## config.mk

```make
export PLATFORM = sky130hd
export DESIGN_NAME = poly_envelope_mixer
export DESIGN_NICKNAME = d
export VERILOG_FILES = /design/src/rtl/poly_synth_pkg.sv /design/src/rtl/voice_envelope.sv /design/src/rtl/poly_envelope_mixer.sv
export SDC_FILE = /design/constraint.sdc
export NUM_CORES = 1
export LEC_CHECK = 0
export ABC_AREA = 1
export BUFFER_PORTS_ARGS = -buffer_cell sky130_fd_sc_hd__buf_4
export CORE_ASPECT_RATIO = 0.5
export CORE_UTILIZATION = 51
export CTS_CLUSTER_SIZE = 30
export DETAILED_ROUTE_END_ITERATION = 7
export PLACE_DENSITY = 0.68
export SLEW_MARGIN = 15
export SYNTH_ARGS = -nofsm -noshare
export SYNTH_HDL_FRONTEND = slang
export SYNTH_SLANG_ARGS = --single-unit
```

## constraint.sdc

```tcl
create_clock -name clk_i -period 7.6 [get_ports clk_i]
set_clock_uncertainty 0.15 [all_clocks]
set_input_delay 1.14 -clock clk_i [delete_from_list [all_inputs] [get_ports clk_i]]
set_output_delay 1.14 -clock clk_i [all_outputs]
set_load 0.01 [all_outputs]
```

## src/rtl/poly_synth_pkg.sv

```systemverilog
// ============================================================================
// poly_synth_pkg : shared types and helpers for the polyphonic envelope mixer
// Rev 1.0
// ============================================================================
`default_nettype none

package poly_synth_pkg;

  typedef enum logic [1:0] {
    IDLE    = 2'd0,
    ATTACK  = 2'd1,
    SUSTAIN = 2'd2,
    RELEASE = 2'd3
  } env_state_t;

  localparam logic [7:0] LEVEL_MAX = 8'd255;

  // Accumulator width: 8-bit scaled products summed over n voices.
  function automatic int w_acc(input int n);
    return (n > 1) ? 8 + $clog2(n) : 8;
  endfunction

endpackage

`default_nettype wire

```

## src/rtl/voice_envelope.sv

```systemverilog
// ============================================================================
// voice_envelope : linear attack/sustain/release level for one voice
// Rev 1.0
// ============================================================================
`default_nettype none

module voice_envelope
  import poly_synth_pkg::*;
(
  input  logic       clk_i,
  input  logic       rst_i,
  input  logic       tick_i,
  input  logic       gate_i,
  input  logic [7:0] attack_step_i,
  input  logic [7:0] release_step_i,
  output logic [7:0] level_o,
  output logic       active_o
);

  env_state_t r_state;
  logic [7:0] r_level;
  logic       r_active;
  logic [8:0] w_up_sum;
  logic [7:0] w_up_sat;
  logic [7:0] w_down_sat;

  assign w_up_sum   = {1'b0, r_level} + {1'b0, attack_step_i};
  assign w_up_sat   = w_up_sum[8] ? LEVEL_MAX : w_up_sum[7:0];
  assign w_down_sat = (r_level > release_step_i) ? (r_level - release_step_i) : 8'd0;

  always_ff @(posedge clk_i) begin
    if (rst_i) begin
      r_state  <= IDLE;
      r_level  <= 8'd0;
      r_active <= 1'b0;
    end else if (tick_i) begin
      case (r_state)
        IDLE: begin
          if (gate_i) begin
            r_state  <= ATTACK;
            r_level  <= w_up_sat;
            r_active <= 1'b1;
          end
        end
        ATTACK: begin
          if (!gate_i) begin
            r_state <= RELEASE;
          end else begin
            r_level <= w_up_sat;
            if (w_up_sat == LEVEL_MAX) r_state <= SUSTAIN;
          end
        end
        SUSTAIN: begin
          r_level <= LEVEL_MAX;
          if (!gate_i) r_state <= RELEASE;
        end
        RELEASE: begin
          if (gate_i) begin
            // Retrigger climbs from wherever the release had reached.
            r_state <= ATTACK;
            r_level <= w_up_sat;
          end else begin
            r_level <= w_down_sat;
            if (w_down_sat == 8'd0) begin
              r_state  <= IDLE;
              r_active <= 1'b0;
            end
          end
        end
        default: begin
          r_state  <= IDLE;
          r_level  <= 8'd0;
          r_active <= 1'b0;
        end
      endcase
    end
  end

  assign level_o  = r_level;
  assign active_o = r_active;

endmodule

`default_nettype wire

```

## src/rtl/poly_envelope_mixer.sv

```systemverilog
// ============================================================================
// poly_envelope_mixer : N-voice enveloped mixer with one shared multiplier
// Rev 1.0
// ============================================================================
`default_nettype none

module poly_envelope_mixer
  import poly_synth_pkg::*;
#(
  parameter int CLK_MHZ    = 50,
  parameter int SAMPLE_KHZ = 48,
  parameter int N_VOICES   = 4
) (
  input  logic                  clk_i,
  input  logic                  rst_i,
  input  logic [N_VOICES-1:0]   gate_i,
  input  logic [N_VOICES*8-1:0] sample_i,
  input  logic [7:0]            attack_step_i,
  input  logic [7:0]            release_step_i,
  output logic                  sample_tick_o,
  output logic [N_VOICES-1:0]   active_o,
  output logic [15:0]           mix_o,
  output logic                  mix_valid_o
);

  localparam int TICK_DIV = CLK_MHZ * 1000 / SAMPLE_KHZ;
  localparam int CNT_W    = (TICK_DIV > 1) ? $clog2(TICK_DIV) : 1;
  localparam int W_ACC    = w_acc(N_VOICES);
  localparam int SHIFT    = 16 - W_ACC;
  localparam int IDX_W    = (N_VOICES > 1) ? $clog2(N_VOICES) : 1;

  logic [CNT_W-1:0] r_count;
  logic             w_tick;
  logic [7:0]       w_level [N_VOICES];
  logic [7:0]       r_snap  [N_VOICES];
  logic             r_busy;
  logic [IDX_W-1:0] r_idx;
  logic [W_ACC-1:0] r_acc;
  logic [15:0]      r_mix;
  logic             r_valid;
  logic [15:0]      w_full;
  logic [W_ACC-1:0] w_sum;

  assign w_tick = (r_count == CNT_W'(TICK_DIV - 1));

  always_ff @(posedge clk_i) begin
    if (rst_i || w_tick) r_count <= '0;
    else                 r_count <= r_count + 1'b1;
  end

  generate
    for (genvar i = 0; i < N_VOICES; i++) begin : g_voice
      voice_envelope u_env (
        .clk_i          (clk_i),
        .rst_i          (rst_i),
        .tick_i         (w_tick),
        .gate_i         (gate_i[i]),
        .attack_step_i  (attack_step_i),
        .release_step_i (release_step_i),
        .level_o        (w_level[i]),
        .active_o       (active_o[i])
      );
    end
  endgenerate

  // Shared multiplier walks the voices one per cycle after the tick.
  assign w_full = 16'(r_snap[r_idx]) * 16'(w_level[r_idx]);
  assign w_sum  = r_acc + W_ACC'(w_full[15:8]);

  always_ff @(posedge clk_i) begin
    if (rst_i) begin
      r_busy  <= 1'b0;
      r_idx   <= '0;
      r_acc   <= '0;
      r_mix   <= 16'd0;
      r_valid <= 1'b0;
      for (int i = 0; i < N_VOICES; i++) r_snap[i] <= 8'd0;
    end else begin
      r_valid <= 1'b0;
      if (w_tick) begin
        r_busy <= 1'b1;
        r_idx  <= '0;
        r_acc  <= '0;
        for (int i = 0; i < N_VOICES; i++) r_snap[i] <= sample_i[i*8 +: 8];
      end else if (r_busy) begin
        r_acc <= w_sum;
        r_idx <= r_idx + 1'b1;
        if (r_idx == IDX_W'(N_VOICES - 1)) begin
          r_busy  <= 1'b0;
          r_mix   <= 16'(w_sum) << SHIFT;
          r_valid <= 1'b1;
        end
      end
    end
  end

  assign sample_tick_o = w_tick;
  assign mix_o         = r_mix;
  assign mix_valid_o   = r_valid;

endmodule

`default_nettype wire

```

== Yosys cells after proc, flatten, opt, wreduce, memory -nomap -nowiden ==
Memory sizes are Yosys's and may differ from the RTL's. A register that Yosys moved wholly into a read port is not among the register bits.
Cells that the tools add are included.

* Multiply operators: 1
* Multiplexer cells: 82
* Equal/unequal tests: 46
* Add/sub/neg operators: 11
* Bitwise operators: 7
* Reduce and logical (&&, ||, !) cells: 32
* Order comparisons: 5

{| class="wikitable"
|+ Operators by type and width
! operator !! count
|-
| two-way mux 8 bit || 22
|-
| one-hot mux 8 bit (3 select lines) || 4
|-
| two-way mux 2 bit || 26
|-
| AND reduction 5 bit || 8
|-
| adder 8 x 8 -> 9 bit || 4
|-
| == test 8 bit, second input constant || 4
|-
| > comparator 8 bit || 4
|-
| zero test 8 bit || 4
|-
| one-hot mux 2 bit (4 select lines) || 4
|-
| subtractor 8 bit || 4
|-
| inequality test 2 bit, second input constant || 12
|-
| inequality test 3 x 2 -> 1 bit, second input constant || 8
|-
| two-way mux 1 bit || 21
|-
| == test 2 bit, second input constant || 9
|-
| binary-select mux 8 bit (select 2 bit) || 1
|-
| multiplier 8 x 8 -> 16 bit || 1
|-
| inequality test 2 x 1 -> 1 bit, second input constant || 8
|-
| adder 11 x 1 -> 11 bit, second input constant || 1
|-
| == test 11 bit, second input constant || 1
|-
| adder 10 x 8 -> 10 bit || 1
|-
| OR reduction 2 bit || 5
|-
| == test 2 x 1 -> 1 bit, second input constant || 4
|-
| zero test 2 bit || 4
|-
| one-hot mux 1 bit (2 select lines) || 4
|-
| 10 further kinds || 20
|}

* Logic and storage cells: 203
* Memories: 1
* Memory bits (writable): 32
* Flip-flop bits (word level): 79
* Output and inout port bits: 22

{| class="wikitable"
|+ Memories
! memory !! depth !! bits a word !! rd ports !! clocked after Yosys merged registers in !! wr ports !! line !! source
|-
| r_snap || 4 || 8 || 1 || 1 || 4 || poly_envelope_mixer.sv:35 || <nowiki>logic [7:0] r_snap [N_VOICES];</nowiki>
|}

== Depth between registers and ports, before layout ==
Gate-level depths: netlist of the first run.

* Word-level depth: 6
* Gate-level depth with buffers: 33

== Hierarchy ==
From an unflattened synthesis of the first run, not the netlist that was laid out.

* Cells, all modules: 1853
* Area, all modules: 12187.9 um^2

{| class="wikitable"
|+ By module, submodules not included
! module !! cells an instance !! seq. area each (um^2) !! area each (um^2) !! instances
|-
| poly_envelope_mixer || 705 || 1701.6 || 5537.8 || 1
|-
| voice_envelope at g_voice[1].u_env || 289 || 220.2 || 1675.4 || 1
|-
| voice_envelope at g_voice[2].u_env || 290 || 220.2 || 1672.9 || 1
|-
| voice_envelope at g_voice[3].u_env || 283 || 220.2 || 1670.4 || 1
|-
| voice_envelope at g_voice[0].u_env || 286 || 220.2 || 1631.6 || 1
|}

== Worst setup path before layout of the first run ==
OpenSTA, ideal clock, no wires.

* Path type: flip-flop to flip-flop
* Start: register r_idx[0]
* End: register r_mix[15] (netlist: mix_o[15])
* Slack: 1.656 ns
* Arrival: 5.736 ns
* Data required time: 7.392 ns
* Cell stages (with the launch flop): 28
* Clock period less this slack: 5.944 ns
* Setup time: 0.058 ns
* Cells stage by stage: dfxtp_1 -> buf_6 -> clkbuf_1 -> nand2_1 -> a32oi_1 -> nand3_1 -> fa_1 -> fa_1 -> inv_1 -> fa_1 -> inv_1 -> fa_1 -> inv_1 -> ha_1 -> a21oi_1 -> o21ai_0 -> a221oi_1 -> nand2_1 -> nand2_1 -> nand2_1 -> ha_1 -> inv_1 -> nor3_1 -> nand3_1 -> a31o_2 -> nand3_1 -> o211ai_1 -> inv_1

* Word-level cells in the longest chain between the ends: 6
* Elaborated cells on any way between the ends: 8

{| class="wikitable"
|+ Ends and longest elaborated chain
! what !! line !! source
|-
| start, declared || poly_envelope_mixer.sv:37 || <nowiki>logic [IDX_W-1:0] r_idx;</nowiki>
|-
| start signal, assigned || poly_envelope_mixer.sv:87 || <nowiki>r_idx <= r_idx + 1'b1;</nowiki>
|-
| inverter 2 -> 3 bit (implied by the code) || poly_envelope_mixer.sv:67 || <nowiki>assign w_full = 16'(r_snap[r_idx]) * 16'(w_level[r_idx]);</nowiki>
|-
| binary-select mux 8 bit (select 2 bit) || poly_envelope_mixer.sv:67 ||
|-
| two-way mux 8 bit (implied by the code) (2 in series) || poly_envelope_mixer.sv:67 ||
|-
| multiplier 8 x 8 -> 16 bit || poly_envelope_mixer.sv:67 ||
|-
| adder 10 x 8 -> 10 bit || poly_envelope_mixer.sv:68 || <nowiki>assign w_sum = r_acc + W_ACC'(w_full[15:8]);</nowiki>
|-
| end signal, assigned || poly_envelope_mixer.sv:90 || <nowiki>r_mix <= 16'(w_sum) << SHIFT;</nowiki>
|-
| end, declared || poly_envelope_mixer.sv:39 || <nowiki>logic [15:0] r_mix;</nowiki>
|}

Several ways; a longest one is shown, not always the timed one. The select of a mux whose other input is x is not followed.
A chain may end at the register's enable or synchronous reset.

== Final worst setup path of the first run ==
Same ends and word-level chain as after synthesis.

==> results of run 1 <==
-- power groups by stage --
stage | combinational [W] | clock, W | sequential, W
final | 0.000166 | 0.000836 | 0.000633
after global routing | 0.000186 | 0.000877 | 0.000634
after CTS | 0.000164 | 0.000852 | 0.000633
after detailed placement | 0.000163 | 0 | 0.000646
after global placement | 0.000162 | 0 | 0.000646
after floorplan | 0.000107 | 0 | 0.000644
-- metal layers --
layer | vias to the layer above | GRT usage | wire length [µm]
li1 | 6098 | - | -
met4 | 0 | 0.0783 | 580
met1 | 5210 | 0.387 | 15800
met5 | - | 0 | 0
met3 | 41 | 0.0433 | 2060
met2 | 334 | 0.449 | 14100
-- worst max-delay path, stage by stage (launching register included) --
cell                       delay [ns]
sky130_fd_sc_hd__dfxtp_1         0.86
sky130_fd_sc_hd__nand2_1         0.14
sky130_fd_sc_hd__a32oi_1         0.43
sky130_fd_sc_hd__nand3_1         0.17
sky130_fd_sc_hd__fa_1            0.53
sky130_fd_sc_hd__fa_1            0.56
sky130_fd_sc_hd__inv_1           0.08
sky130_fd_sc_hd__fa_1            0.54
sky130_fd_sc_hd__inv_1           0.06
sky130_fd_sc_hd__fa_1            0.53
sky130_fd_sc_hd__inv_1           0.04
sky130_fd_sc_hd__ha_1            0.31
sky130_fd_sc_hd__a21oi_1         0.28
sky130_fd_sc_hd__o21ai_0         0.18
sky130_fd_sc_hd__a221oi_1        0.35
sky130_fd_sc_hd__nand2_1         0.09
sky130_fd_sc_hd__nand2_1         0.06
sky130_fd_sc_hd__nand2_1         0.06
sky130_fd_sc_hd__ha_1            0.34
sky130_fd_sc_hd__inv_1           0.08
sky130_fd_sc_hd__nor3_1          0.25
sky130_fd_sc_hd__nand3_1         0.13
sky130_fd_sc_hd__a31o_2          0.27
sky130_fd_sc_hd__nand3_1         0.07
sky130_fd_sc_hd__o211ai_1        0.08
sky130_fd_sc_hd__inv_1           0.07
-- layout by cell type, fill, tap and decap left out, drive strengths merged, types with 3 or more instances in the layout --
cell type | synthesis | final
nand2 | 482 | 482
inv | 398 | 406
nor2 | 234 | 234
nand3 | 138 | 138
ha | 124 | 124
a21oi | 97 | 97
dfxtp | 81 | 81
buf | 21 | 74
o21ai | 64 | 64
fa | 44 | 44
edfxtp | 32 | 32
o211ai | 22 | 22
nand4 | 20 | 20
nor3 | 20 | 20
clkbuf | 13 | 17
xor2 | 15 | 15
a32oi | 12 | 12
nand3b | 12 | 12
a31oi | 11 | 11
or2 | 7 | 7
conb | 1 | 6
clkinv | 1 | 5
nor4 | 4 | 4
and2 | 3 | 3
o31ai | 3 | 3
o311ai | 3 | 3
-- flip-flops by register name, summed over array words and instances (netlist names), named ones only --
name,flops
r_acc,10
r_snap,32
mix_o,10
g_voice.u_env.level_o,32
g_voice.u_env.active_o,4
g_voice.u_env.r_state,8
r_count,11
r_busy,1
r_idx,2
mix_valid_o,1
-- worst paths after layout --
check                           slack [ns]             startpoint                     end  depth (start not counted)
worst max-delay path                  0.82  r_idx[0]$_SDFFE_PP0P_  mix_o[15]$_SDFFE_PP0P_                         25
worst min-delay path                  0.29  r_count[0]$_SDFF_PP0_   r_count[0]$_SDFF_PP0_                          1
worst max register to register        0.82  r_idx[0]$_SDFFE_PP0P_  mix_o[15]$_SDFFE_PP0P_                         25
worst min register to register        0.29  r_count[0]$_SDFF_PP0_   r_count[0]$_SDFF_PP0_                          1
-- stage by stage --
stage	power (W)	hold WS (ns)	instances
finish	0.00163	0.294	2268
detailed placement	0.000809	0.293	2236
CTS	0.00165	0.301	2268
global route	0.00170	0.316	2268
global placement	0.000809	0.284	2236
floorplan	0.000751	0.267	1889
-- final cells by class --
type	count	area, µm²
fillers	2269	9590
inverters	399	1500
flip-flops and latches	113	2580
multi-input cells	1343	7970
well taps	307	384
repair buffers	74	556
clock inverters	15	173
clock buffers	17	425
-- cell families after synthesis --
group,count (synthesis),synth area share
buf+inv,433,0.138
xor+xnor,17,0.0128
other cells,1,0.000307
fa+ha+maj,168,0.199
flops,113,0.211
simple gates,921,0.326
compound gates,231,0.112
==> tab_implementation.tex, run 1 <==
\begin{tabular}{lr}
\hline
Metric & Value \\
\hline
\multicolumn{2}{l}{\textbf{Timing}} \\
Total Negative Setup Slacks & 0 ns \\
Number of failing hold endpoints at the final stage & 0 \\
Final setup violation count & 0 \\
Min Tclk post-route & 6.78 ns \\
Count of pins over their slew limit & 0 \\
Slew at the pin with the worst max-slew slack & 1.05 ns \\
Maximum frequency from static timing analysis & 148 MHz \\
Max-slew headroom at the worst pin & 0.298 \\
Setup slack after layout & 0.821 ns \\
Crit share post-route & 0.892 \\
Unrepaired setup endpoints after global routing & no \\
\multicolumn{2}{l}{\textbf{Clock tree}} \\
\# Post-CTS Setup Buffers & 0 \\
Max Root-Sink Buffers & 2 \\
CTS clk-pin slew, worst paths & 0.06 ns \\
CTS-repair resized insts & 0 \\
Number of levels in the clock H-tree & 4 \\
TritonCTS buffer count & 17 \\
CTS tree & done \\
Clock latency reported for the late side of the worst-skew pair & 0.44 ns \\
Clock root buffer & sky130\_fd\_sc\_hd\_\_clkbuf\_16 \\
Number of sinks on the clock net & 113 \\
Number of hold buffers added after cts & 0 \\
\multicolumn{2}{l}{\textbf{Drt}} \\
Number of violations reported at the end of detailed-routing iteration 0 & 770 \\
Number of vias in the routed layout & 11683 \\
Drt drc & 0 \\
Number of search-and-repair iterations in the first detailed-routing pass & 5 \\
Number of nets still failing antenna checks after routing & 0 \\
Average routed wire per standard cell & 14.4 µm \\
DR vias/cell & 5.15 \\
Post-Route WL & 32600 µm \\
\multicolumn{2}{l}{\textbf{Status}} \\
Outcome & finished, final reports clean \\
\multicolumn{2}{l}{\textbf{Power and ir drop}} \\
Internal portion of total power & 0.00118 W \\
Switching fraction of total power & 0.277 \\
Switching Power & 0.000453 W \\
Proportion of power drawn by combinational gates & 0.102 \\
Highest ir drop seen on vdd & 0.127 mV \\
Portion of total power attributed to sequential cells & 0.387 \\
Share of total power in the clock network & 0.511 \\
Cell area power density & 120 nW/µm² \\
Leakage component of the power & 7.42 nW \\
\multicolumn{2}{l}{\textbf{Layout}} \\
Final antenna diode count & 0 \\
Proportion of layout cells with a drive suffix above 1 & 0.0872 \\
Area of all placed cells without fillers & 13600 µm² \\
Share of the core filled with cells & 0.586 \\
Synthesis-to-finish area growth & 11.2\% \\
Number of nets at the end of the flow & 2170 \\
\multicolumn{2}{l}{\textbf{Placed design}} \\
Cell area after placement & 13000 µm² \\
Hpwl dp & 25900 µm \\
Place WS & 0.929 ns \\
Last weighted congestion value of the routability-driven placer & 0.971 \\
Port-buffer cells & 69 \\
\multicolumn{2}{l}{\textbf{Logic synthesis}} \\
Netlist Area Pre-Place & 12200 µm² \\
Post-synth top flop & sky130\_fd\_sc\_hd\_\_dfxtp\_1 \\
Post-synth top cells & sky130\_fd\_sc\_hd\_\_nand2\_1 (471), sky130\_fd\_sc\_hd\_\_inv\_1 (382), sky130\_fd\_sc\_hd\_\_nor2\_1 (220), sky130\_fd\_sc\_hd\_\_nand3\_1 (135), sky130\_fd\_sc\_hd\_\_ha\_1 (124) \\
Mean post-synth cell area & 6.49 µm² \\
Share of synthesized area occupied by flip-flops and latches & 0.211 \\
Count of flip-flops with a built-in enable after synthesis & 32 \\
Cell with the most instances after synthesis & sky130\_fd\_sc\_hd\_\_nand2\_1 \\
Synth warn & 0 \\
Cell type with the highest aggregate area in the netlist & sky130\_fd\_sc\_hd\_\_nand2\_1 \\
Synth Register Bits & 113 \\
Cells after synthesis & 1884 \\
Synth cell types & 63 \\
Synth top area cells & sky130\_fd\_sc\_hd\_\_nand2\_1 (14\%), sky130\_fd\_sc\_hd\_\_dfxtp\_1 (13\%), sky130\_fd\_sc\_hd\_\_ha\_1 (13\%), sky130\_fd\_sc\_hd\_\_inv\_1 (12\%), sky130\_fd\_sc\_hd\_\_edfxtp\_1 (7.9\%) \\
Post-synth top area share & 0.145 \\
Proportion of register bits with asynchronous set or reset after synthesis & 0 \\
\multicolumn{2}{l}{\textbf{Floorplan}} \\
Core box area & 23200 µm² \\
Initial cell density of the core & 0.527 \\
Cell row count & 39 \\
Die boundary height & 111 µm \\
\# IOs & 76 \\
DIE WIDTH & 221 µm \\
Area of the die & 24600 µm² \\
\multicolumn{2}{l}{\textbf{Global route}} \\
Total global routing overflow & 0 \\
Maximum number of pins on one net before global-route repair & 51 \\
Global-route usage over all layers & 0.278 \\
First-pass GRT wire length & 54700 µm \\
Via count of the first global-routing pass & 11023 \\
Antenna violations before repair & 0 \\
\multicolumn{2}{l}{\textbf{Flow run}} \\
Max-cap violation count & 0 \\
\multicolumn{2}{l}{\textbf{Worst setup path}} \\
Required time reported for the critical path endpoint & 7.83 ns \\
Type of the setup path with the least slack & flop to flop \\
Setup crit start kind & flop \\
Kind of end point of the critical path & flop \\
Data arrival at the endpoint of the critical path & 7.01 ns \\
Max Fanout on Critical Path & 29 \\
\multicolumn{2}{l}{\textbf{Min path}} \\
Type of the tightest min-delay check & flop to flop \\
\hline
\end{tabular}
Note: power is estimated with default switching activity, not from simulation.
==> run 2: changes to the inputs <==
- ABC_AREA: 1 -> unset
==> run 2 against run 1 <==
Compared with the run above:
- setup slack got worse by 0.031 ns
- die area is 13% lower
- synthesized cell count fell by 36%
- first-iteration DRC count fell by 24%
- final cell count fell by 32%
- sequential cell count stayed put
- critical path type unchanged
==> tab_implementation.tex, run 2 <==
\begin{tabular}{lr}
\hline
Metric & Value \\
\hline
\multicolumn{2}{l}{\textbf{Timing}} \\
Max-slew headroom at the worst pin & 0.440 (+0.142) \\
Slew at the pin with the worst max-slew slack & 0.838 ns (-0.212 ns) \\
Number of failing hold endpoints at the final stage & 0 (unchanged) \\
Min Tclk post-route & 6.81 ns (+0.0305 ns) \\
Crit share post-route & 0.896 (+0.00402) \\
Total Negative Setup Slacks & 0 ns (unchanged) \\
Final setup violation count & 0 (unchanged) \\
Maximum frequency from static timing analysis & 147 MHz (-0.45\%) \\
Unrepaired setup endpoints after global routing & no \\
Count of pins over their slew limit & 0 (unchanged) \\
\multicolumn{2}{l}{\textbf{Floorplan}} \\
Core box area & 19900 µm² (-14\%) \\
DIE WIDTH & 206 µm (-6.8\%) \\
Area of the die & 21400 µm² (-13\%) \\
\# IOs & 76 (unchanged) \\
Initial cell density of the core & 0.533 (+0.00572) \\
Cell row count & 36 (-7.7\%) \\
Die boundary height & 104 µm (-6.7\%) \\
\multicolumn{2}{l}{\textbf{Power and ir drop}} \\
Share of total power in the clock network & 0.518 (+0.007) \\
Highest ir drop seen on vdd & 0.141 mV (+11\%) \\
Switching fraction of total power & 0.243 (-0.0348) \\
Internal portion of total power & 0.00123 W (+4.0\%) \\
Leakage component of the power & 5.25 nW (-29\%) \\
Switching Power & 0.000393 W (-13\%) \\
Portion of total power attributed to sequential cells & 0.390 (+0.003) \\
Cell area power density & 136 nW/µm² (+13\%) \\
Proportion of power drawn by combinational gates & 0.091 (-0.011) \\
\multicolumn{2}{l}{\textbf{Logic synthesis}} \\
Synth warn & 0 (unchanged) \\
Mean post-synth cell area & 8.81 µm² (+36\%) \\
Cell with the most instances after synthesis & sky130\_fd\_sc\_hd\_\_ha\_1 \\
Netlist Area Pre-Place & 10600 µm² (-13\%) \\
Cells after synthesis & 1205 (-36\%) \\
Post-synth top area share & 0.153 (+0.00815) \\
Post-synth top flop & sky130\_fd\_sc\_hd\_\_dfxtp\_1 \\
Synth cell types & 79 (+25\%) \\
Count of flip-flops with a built-in enable after synthesis & 32 (unchanged) \\
Cell type with the highest aggregate area in the netlist & sky130\_fd\_sc\_hd\_\_dfxtp\_1 \\
Synth Register Bits & 113 (unchanged) \\
Synth top area cells & sky130\_fd\_sc\_hd\_\_dfxtp\_1 (15\%), sky130\_fd\_sc\_hd\_\_ha\_1 (15\%), sky130\_fd\_sc\_hd\_\_edfxtp\_1 (9.1\%), sky130\_fd\_sc\_hd\_\_fa\_1 (8.3\%), sky130\_fd\_sc\_hd\_\_nor2\_1 (3.7\%) \\
Share of synthesized area occupied by flip-flops and latches & 0.243 (+0.0321) \\
Proportion of register bits with asynchronous set or reset after synthesis & 0 (unchanged) \\
Post-synth top cells & sky130\_fd\_sc\_hd\_\_ha\_1 (124), sky130\_fd\_sc\_hd\_\_nor2\_1 (106), sky130\_fd\_sc\_hd\_\_inv\_1 (105), sky130\_fd\_sc\_hd\_\_dfxtp\_1 (81) \\
\multicolumn{2}{l}{\textbf{Placed design}} \\
Port-buffer cells & 69 (unchanged) \\
Hpwl dp & 20600 µm (-20\%) \\
Cell area after placement & 11300 µm² (-13\%) \\
Last weighted congestion value of the routability-driven placer & 0.976 (+0.49\%) \\
\multicolumn{2}{l}{\textbf{Worst setup path}} \\
Maximum cell stage delay along the critical path & 0.68 ns (-0.18 ns) \\
Cell-by-cell trace of the critical path & mux4\_2, and2\_1, fa\_1, fa\_1, fa\_1, inv\_1, fa\_1, inv\_1, ha\_1, nor2\_1, a21oi\_1, a41oi\_2, nor2b\_1, o21a\_1, o21ai\_0, o31a\_1, ha\_1, nor3\_1, o21ai\_0, a31oi\_1, nor2b\_1, o21ai\_0, xor2\_1, a211oi\_1 \\
Kind of end point of the critical path & flop \\
Setup crit start kind & flop \\
Cell with the most instances on the worst path & sky130\_fd\_sc\_hd\_\_fa\_1 \\
Type of the setup path with the least slack & flop to flop \\
Max Fanout on Critical Path & 10 (-66\%) \\
Required time reported for the critical path endpoint & 7.80 ns (-0.03 ns) \\
Worst-path cell with the longest stage delay & sky130\_fd\_sc\_hd\_\_dfxtp\_1 \\
Data arrival at the endpoint of the critical path & 7.01 ns (about the same) \\
\multicolumn{2}{l}{\textbf{Clock tree}} \\
CTS tree & done \\
Number of hold buffers added after cts & 0 (unchanged) \\
\# Post-CTS Setup Buffers & 0 (unchanged) \\
Clock root buffer & sky130\_fd\_sc\_hd\_\_clkbuf\_16 \\
Clock latency reported for the late side of the worst-skew pair & 0.43 ns (about the same) \\
TritonCTS buffer count & 17 (unchanged) \\
CTS clk-pin slew, worst paths & 0.06 ns (about the same) \\
CTS-repair resized insts & 0 (unchanged) \\
Number of levels in the clock H-tree & 4 (unchanged) \\
Number of sinks on the clock net & 113 (unchanged) \\
Max Root-Sink Buffers & 2 (unchanged) \\
\multicolumn{2}{l}{\textbf{Layout}} \\
Share of the core filled with cells & 0.598 (+0.0121) \\
Commonest non-fill, non-tap cell in the layout & sky130\_fd\_sc\_hd\_\_ha\_1 \\
Commonest cells after routing, fill and taps aside & sky130\_fd\_sc\_hd\_\_ha\_1 (124), sky130\_fd\_sc\_hd\_\_nor2\_1 (106), sky130\_fd\_sc\_hd\_\_inv\_1 (105), sky130\_fd\_sc\_hd\_\_dfxtp\_1 (81), sky130\_fd\_sc\_hd\_\_a21oi\_1 (75) \\
Final antenna diode count & 0 (unchanged) \\
Number of nets at the end of the flow & 1483 (-32\%) \\
Area of all placed cells without fillers & 11900 µm² (-12\%) \\
Proportion of layout cells with a drive suffix above 1 & 0.111 (+0.0235) \\
Synthesis-to-finish area growth & 12.3\% \\
\multicolumn{2}{l}{\textbf{Global route}} \\
First-pass GRT wire length & 44300 µm (-19\%) \\
Antenna violations before repair & 0 (unchanged) \\
Via count of the first global-routing pass & 8756 (-21\%) \\
Maximum number of pins on one net before global-route repair & 51 (unchanged) \\
Global-route usage over all layers & 0.262 (-0.0161) \\
Total global routing overflow & 0 (unchanged) \\
\multicolumn{2}{l}{\textbf{Drt}} \\
Post-Route WL & 27000 µm (-17\%) \\
Average routed wire per standard cell & 17.5 µm (+22\%) \\
Number of violations reported at the end of detailed-routing iteration 0 & 582 (-24\%) \\
Number of nets still failing antenna checks after routing & 0 (unchanged) \\
Number of search-and-repair iterations in the first detailed-routing pass & 5 (unchanged) \\
Drt drc & 0 (unchanged) \\
DR vias/cell & 5.83 (+13\%) \\
Number of vias in the routed layout & 8974 (-23\%) \\
\multicolumn{2}{l}{\textbf{Min path}} \\
Type of the tightest min-delay check & flop to flop \\
\multicolumn{2}{l}{\textbf{Flow run}} \\
Max-cap violation count & 0 (unchanged) \\
\multicolumn{2}{l}{\textbf{Status}} \\
Outcome & finished, final reports clean \\
\hline
\end{tabular}
[run 2: cells by family (layout without fill, tap and decap cells)]
logic type                 count (synthesis)  count (layout)  share of synthesized area
DFF                                      113             113                      0.243
xor gates and xnor gates                  56              56                     0.0462
other                                      1               6                   0.000353
AOI/OAI and AO/OA                        294             294                      0.182
buffers and inverters                    146             210                     0.0572
muxes                                     34              34                     0.0516
adders and majority gates                168             168                      0.229
and+or+nand+nor                          393             393                      0.190
[run 2: stage by stage]
| stage | setup slack (ns) | power [W] | std cells | hold WS (ns) |
|---|---|---|---|---|
| after global routing | 0.242 | 0.00168 | 1540 | 0.333 |
| after CTS | 0.791 | 0.00163 | 1540 | 0.305 |
| final | 0.791 | 0.00162 | 1540 | 0.304 |
| after global placement | 1.01 | 0.000788 | 1508 | 0.294 |
| after floorplan | 1.41 | 0.000740 | 1210 | 0.291 |
| after detailed placement | 0.827 | 0.000791 | 1508 | 0.295 |
[run 2: critical path, delay by kind of cell (launching register included)]
| kind | cells | cell delay (ns) |
|---|---|---|
| buffers and inverters | 2 | 0.09 |
| and+or+nand+nor | 5 | 0.72 |
| adders and majority gates | 6 | 2.63 |
| AOI/OAI and AO/OA | 9 | 1.66 |
| xor gates and xnor gates | 1 | 0.09 |
| DFF | 1 | 0.68 |
| muxes | 1 | 0.68 |
[run 2: path summary, 6_finish.rpt]
kind,startpoint,slack (ns),to,cells after the start
hold reg to reg,mix_o[11]$_SDFFE_PP0P_,0.30,mix_o[11]$_SDFFE_PP0P_,2
hold / removal,mix_o[11]$_SDFFE_PP0P_,0.30,mix_o[11]$_SDFFE_PP0P_,2
setup reg to reg,r_idx[0]$_SDFFE_PP0P_,0.79,mix_o[15]$_SDFFE_PP0P_,24
setup / recovery,r_idx[0]$_SDFFE_PP0P_,0.79,mix_o[15]$_SDFFE_PP0P_,24
[run 2: area by class of cell]
cell class	count	area (µm²)
multi-input cells	951	7450
inverters	105	394
repair buffers	73	548
well taps	266	333
clock buffers	24	514
fillers	1693	7990
flip-flops and latches	113	2580
clock inverters	8	97.6
[run 2: power groups by stage]
| stage | registers, W | logic [W] | clock network, W |
|---|---|---|---|
| finish | 0.000633 | 0.000148 | 0.000841 |
| detailed placement | 0.000646 | 0.000146 | 0 |
| CTS | 0.000633 | 0.000147 | 0.000847 |
| global route | 0.000634 | 0.000163 | 0.000882 |
| global placement | 0.000646 | 0.000142 | 0 |
| floorplan | 0.000644 | 0.0000957 | 0 |
[run 2: routing by layer]
metal | vias to the layer above | track usage | wire (µm)
li1 | 4408 | - | -
met5 | - | 0 | 0
met2 | 253 | 0.402 | 11800
met3 | 41 | 0.0467 | 1610
met4 | 0 | 0.0825 | 557
met1 | 4272 | 0.372 | 13000
==> run 3: changes to the inputs <==
- CORE_MARGIN: unset -> 1
- SYNTH_HIERARCHICAL: unset -> 1
==> run 3 against run 2 <==
Compared with the run above:
- sequential power barely moved
- setup slack worse by 0.10 ns
- sequential share of layout area fell by 1.2 points
- synthesized cell count up 5.6%
- critical path depth decreased by 4
- via count grew 5.3%
- sequential cell count is the same
- routed wire length increased by 3.1%
- combinational power up 5%
- clock-buffer cell count down 1
- clock power fell by 3.4%
- design area rose by 5.8%
- critical endpoint unchanged
==> tab_implementation.tex, run 3 <==
\begin{tabular}{lr}
\hline
Metric & Value \\
\hline
\multicolumn{2}{l}{\textbf{Floorplan}} \\
Die boundary height & 107 µm (+3.1\%) \\
Initial cell density of the core & 0.521 (-0.0126) \\
Cell row count & 38 (+5.6\%) \\
Core box area & 21700 µm² (+8.9\%) \\
\# IOs & 76 (unchanged) \\
Area of the die & 22800 µm² (+6.2\%) \\
DIE WIDTH & 212 µm (+3.1\%) \\
\multicolumn{2}{l}{\textbf{Logic synthesis}} \\
Synth cell types & 104 (+32\%) \\
Synth top area cells & sky130\_fd\_sc\_hd\_\_dfxtp\_1 (14\%), sky130\_fd\_sc\_hd\_\_ha\_1 (14\%), sky130\_fd\_sc\_hd\_\_edfxtp\_1 (8.5\%), sky130\_fd\_sc\_hd\_\_fa\_1 (7.8\%), sky130\_fd\_sc\_hd\_\_and2\_1 (4.3\%) \\
Synth warn & 6 (+6) \\
Cells after synthesis & 1272 (+5.6\%) \\
Cell with the most instances after synthesis & sky130\_fd\_sc\_hd\_\_ha\_1 \\
Proportion of register bits with asynchronous set or reset after synthesis & 0 (unchanged) \\
Post-synth top flop & sky130\_fd\_sc\_hd\_\_dfxtp\_1 \\
Netlist Area Pre-Place & 11300 µm² (+6.3\%) \\
Share of synthesized area occupied by flip-flops and latches & 0.229 (-0.0145) \\
Count of flip-flops with a built-in enable after synthesis & 32 (unchanged) \\
Mean post-synth cell area & 8.87 µm² (+0.73\%) \\
Post-synth top cells & sky130\_fd\_sc\_hd\_\_ha\_1 (124), sky130\_fd\_sc\_hd\_\_nor2\_1 (122), sky130\_fd\_sc\_hd\_\_inv\_1 (111), sky130\_fd\_sc\_hd\_\_dfxtp\_1 (81), sky130\_fd\_sc\_hd\_\_nand2\_1 (80) \\
Cell type with the highest aggregate area in the netlist & sky130\_fd\_sc\_hd\_\_dfxtp\_1 \\
Post-synth top area share & 0.144 (-0.00910) \\
Synth Register Bits & 113 (unchanged) \\
\multicolumn{2}{l}{\textbf{Drt}} \\
Average routed wire per standard cell & 17.0 µm (-3.2\%) \\
Number of vias in the routed layout & 9450 (+5.3\%) \\
Drt drc & 0 (unchanged) \\
Number of violations reported at the end of detailed-routing iteration 0 & 661 (+14\%) \\
Number of search-and-repair iterations in the first detailed-routing pass & 5 (unchanged) \\
Number of nets still failing antenna checks after routing & 0 (unchanged) \\
Post-Route WL & 27800 µm (+3.1\%) \\
DR vias/cell & 5.76 (-1.1\%) \\
\multicolumn{2}{l}{\textbf{Placed design}} \\
Last weighted congestion value of the routability-driven placer & 0.939 (-3.7\%) \\
Hpwl dp & 21700 µm (+5.3\%) \\
Port-buffer cells & 69 (unchanged) \\
\multicolumn{2}{l}{\textbf{Status}} \\
Outcome & finished, final reports clean \\
\multicolumn{2}{l}{\textbf{Clock tree}} \\
Number of sinks on the clock net & 113 (unchanged) \\
TritonCTS buffer count & 17 (unchanged) \\
CTS clk-pin slew, worst paths & 0.06 ns (about the same) \\
Clock latency reported for the late side of the worst-skew pair & 0.43 ns (about the same) \\
Number of hold buffers added after cts & 0 (unchanged) \\
\# Post-CTS Setup Buffers & 0 (unchanged) \\
Max Root-Sink Buffers & 2 (unchanged) \\
Clock root buffer & sky130\_fd\_sc\_hd\_\_clkbuf\_16 \\
CTS tree & done \\
Number of levels in the clock H-tree & 4 (unchanged) \\
CTS-repair resized insts & 0 (unchanged) \\
\multicolumn{2}{l}{\textbf{Power and ir drop}} \\
Total Power Consumption & 0.00160 W (-1.6\%) \\
Cell area power density & 127 nW/µm² (-7.0\%) \\
Highest ir drop seen on vdd & 0.143 mV (+2.1\%) \\
Leakage component of the power & 5.54 nW (+5.5\%) \\
\multicolumn{2}{l}{\textbf{Timing}} \\
Unrepaired setup endpoints after global routing & no \\
Crit share post-route & 0.909 (+0.0132) \\
Number of failing hold endpoints at the final stage & 0 (unchanged) \\
Slew at the pin with the worst max-slew slack & 1.06 ns (+0.220 ns) \\
Final setup violation count & 0 (unchanged) \\
Total Negative Setup Slacks & 0 ns (unchanged) \\
Max-slew headroom at the worst pin & 0.293 (-0.147) \\
Count of pins over their slew limit & 0 (unchanged) \\
Maximum frequency from static timing analysis & 145 MHz (-1.4\%) \\
Min Tclk post-route & 6.91 ns (+0.100 ns) \\
\multicolumn{2}{l}{\textbf{Layout}} \\
Synthesis-to-finish area growth & 11.7\% \\
Commonest cells after routing, fill and taps aside & sky130\_fd\_sc\_hd\_\_ha\_1 (124), sky130\_fd\_sc\_hd\_\_nor2\_1 (122), sky130\_fd\_sc\_hd\_\_inv\_1 (110), sky130\_fd\_sc\_hd\_\_dfxtp\_1 (81), sky130\_fd\_sc\_hd\_\_nand2\_1 (80) \\
Number of nets at the end of the flow & 1548 (+4.4\%) \\
Fill cell instance count of the final layout & 1904 (+12\%) \\
Commonest non-fill, non-tap cell in the layout & sky130\_fd\_sc\_hd\_\_ha\_1 \\
Proportion of layout cells with a drive suffix above 1 & 0.125 (+0.0140) \\
\multicolumn{2}{l}{\textbf{Global route}} \\
Via count of the first global-routing pass & 9081 (+3.7\%) \\
Antenna violations before repair & 1 (+1) \\
First-pass GRT wire length & 45800 µm (+3.4\%) \\
Maximum number of pins on one net before global-route repair & 59 (+16\%) \\
Total global routing overflow & 0 (unchanged) \\
Global-route usage over all layers & 0.256 (-0.00610) \\
\multicolumn{2}{l}{\textbf{Worst setup path}} \\
Type of the setup path with the least slack & flop to flop \\
Data arrival at the endpoint of the critical path & 7.10 ns (+0.09 ns) \\
Kind of end point of the critical path & flop \\
Setup crit start kind & flop \\
Max Fanout on Critical Path & 10 (unchanged) \\
Required time reported for the critical path endpoint & 7.79 ns (about the same) \\
\multicolumn{2}{l}{\textbf{Min path}} \\
Type of the tightest min-delay check & flop to flop \\
\multicolumn{2}{l}{\textbf{Flow run}} \\
Max-cap violation count & 0 (unchanged) \\
\hline
\end{tabular}
## run 3: cell types whose count changed in the layout (fill, tap and decap cells not counted), moves of 12 or more
cell / delta
sky130_fd_sc_hd__and3_1: -32
sky130_fd_sc_hd__nand2b_1: +15
sky130_fd_sc_hd__o21ai_0: -24
sky130_fd_sc_hd__and2_1: +26
sky130_fd_sc_hd__a21oi_1: -16
sky130_fd_sc_hd__xnor2_1: -14
sky130_fd_sc_hd__nand3_1: +23
sky130_fd_sc_hd__nor2_1: +16
sky130_fd_sc_hd__xor2_1: +12
## run 3: through the flow
step | util | setup WS (ns) | cells | cell area, µm² | hold WS [ns]
finish | 0.581 | 0.691 | 1640 | 12600 | 0.307
global route | 0.581 | 0.301 | 1639 | 12600 | 0.338
CTS | 0.581 | 0.713 | 1639 | 12600 | 0.307
detailed placement | 0.554 | 0.748 | 1607 | 12000 | 0.299
global placement | 0.554 | 0.918 | 1607 | 12000 | 0.293
floorplan | - | 1.32 | 1277 | 11300 | 0.291
## run 3: cell type report
| type | instances | area (µm²) | share of cell area |
|---|---|---|---|
| Multi-Input combinational cell | 1012 | 8100 | 0.643 |
| Sequential cell | 113 | 2580 | 0.205 |
| Timing Repair Buffer | 71 | 533 | 0.0423 |
| Clock buffer | 23 | 488 | 0.0387 |
| Inverter | 111 | 417 | 0.0331 |
| Tap cell | 300 | 375 | 0.0298 |
| Clock inverter | 9 | 106 | 0.00844 |
| Antenna cell | 1 | 2.50 | 0.000199 |
## run 3: path summary, 6_finish.rpt
kind                               from                      to  slack, ns  depth (start not counted)
hold reg to reg   mix_o[6]$_SDFFE_PP0P_   mix_o[6]$_SDFFE_PP0P_       0.31                          2
setup / recovery  r_idx[0]$_SDFFE_PP0P_  mix_o[15]$_SDFFE_PP0P_       0.69                         20
setup reg to reg  r_idx[0]$_SDFFE_PP0P_  mix_o[15]$_SDFFE_PP0P_       0.69                         20
hold / removal    mix_o[6]$_SDFFE_PP0P_   mix_o[6]$_SDFFE_PP0P_       0.31                          2
## run 3: routing by layer
layer	track usage	routed length (µm)	vias to the layer above
li1	-	-	4677
met1	0.354	13300	4472
met2	0.397	12400	244
met3	0.0489	1440	57
met4	0.0930	701	0
met5	0	0	-
## run 3: critical path: stages, from the launching register on
cell and delay [ns]:
sky130_fd_sc_hd__dfxtp_1 0.64, sky130_fd_sc_hd__mux4_1 0.77, sky130_fd_sc_hd__and2_1 0.24, sky130_fd_sc_hd__fa_1 0.51, sky130_fd_sc_hd__fa_1 0.52, sky130_fd_sc_hd__fa_1 0.54, sky130_fd_sc_hd__inv_1 0.05, sky130_fd_sc_hd__fa_1 0.52
sky130_fd_sc_hd__inv_1 0.04, sky130_fd_sc_hd__ha_1 0.36, sky130_fd_sc_hd__o211ai_1 0.12, sky130_fd_sc_hd__and2_1 0.20, sky130_fd_sc_hd__or2_2 0.30, sky130_fd_sc_hd__xnor2_1 0.24, sky130_fd_sc_hd__ha_1 0.29, sky130_fd_sc_hd__a21o_1 0.18
sky130_fd_sc_hd__a21oi_1 0.28, sky130_fd_sc_hd__o21ai_0 0.19, sky130_fd_sc_hd__a41oi_1 0.36, sky130_fd_sc_hd__xor2_1 0.10, sky130_fd_sc_hd__a211oi_1 0.22
## run 3: kinds of logic (layout without fill, tap and decap cells)
| family | Yosys count | after routing | synth area share |
|---|---|---|---|
| AOI/OAI and AO/OA | 282 | 282 | 0.185 |
| muxes | 40 | 40 | 0.0581 |
| other | 1 | 7 | 0.000332 |
| adders and majority gates | 168 | 168 | 0.216 |
| and+or+nand+nor | 459 | 459 | 0.211 |
| xor gates and xnor gates | 57 | 57 | 0.0462 |
| buffers and inverters | 152 | 214 | 0.0550 |
| DFF | 113 | 113 | 0.229 |
## run 3: report_power, final
group / switching, W / internal [W] / total (W)
clock network: 0.000296 / 0.000516 / 0.000812
logic: 0.0000919 / 0.0000641 / 0.000156
registers: 0.00000339 / 0.000626 / 0.000630
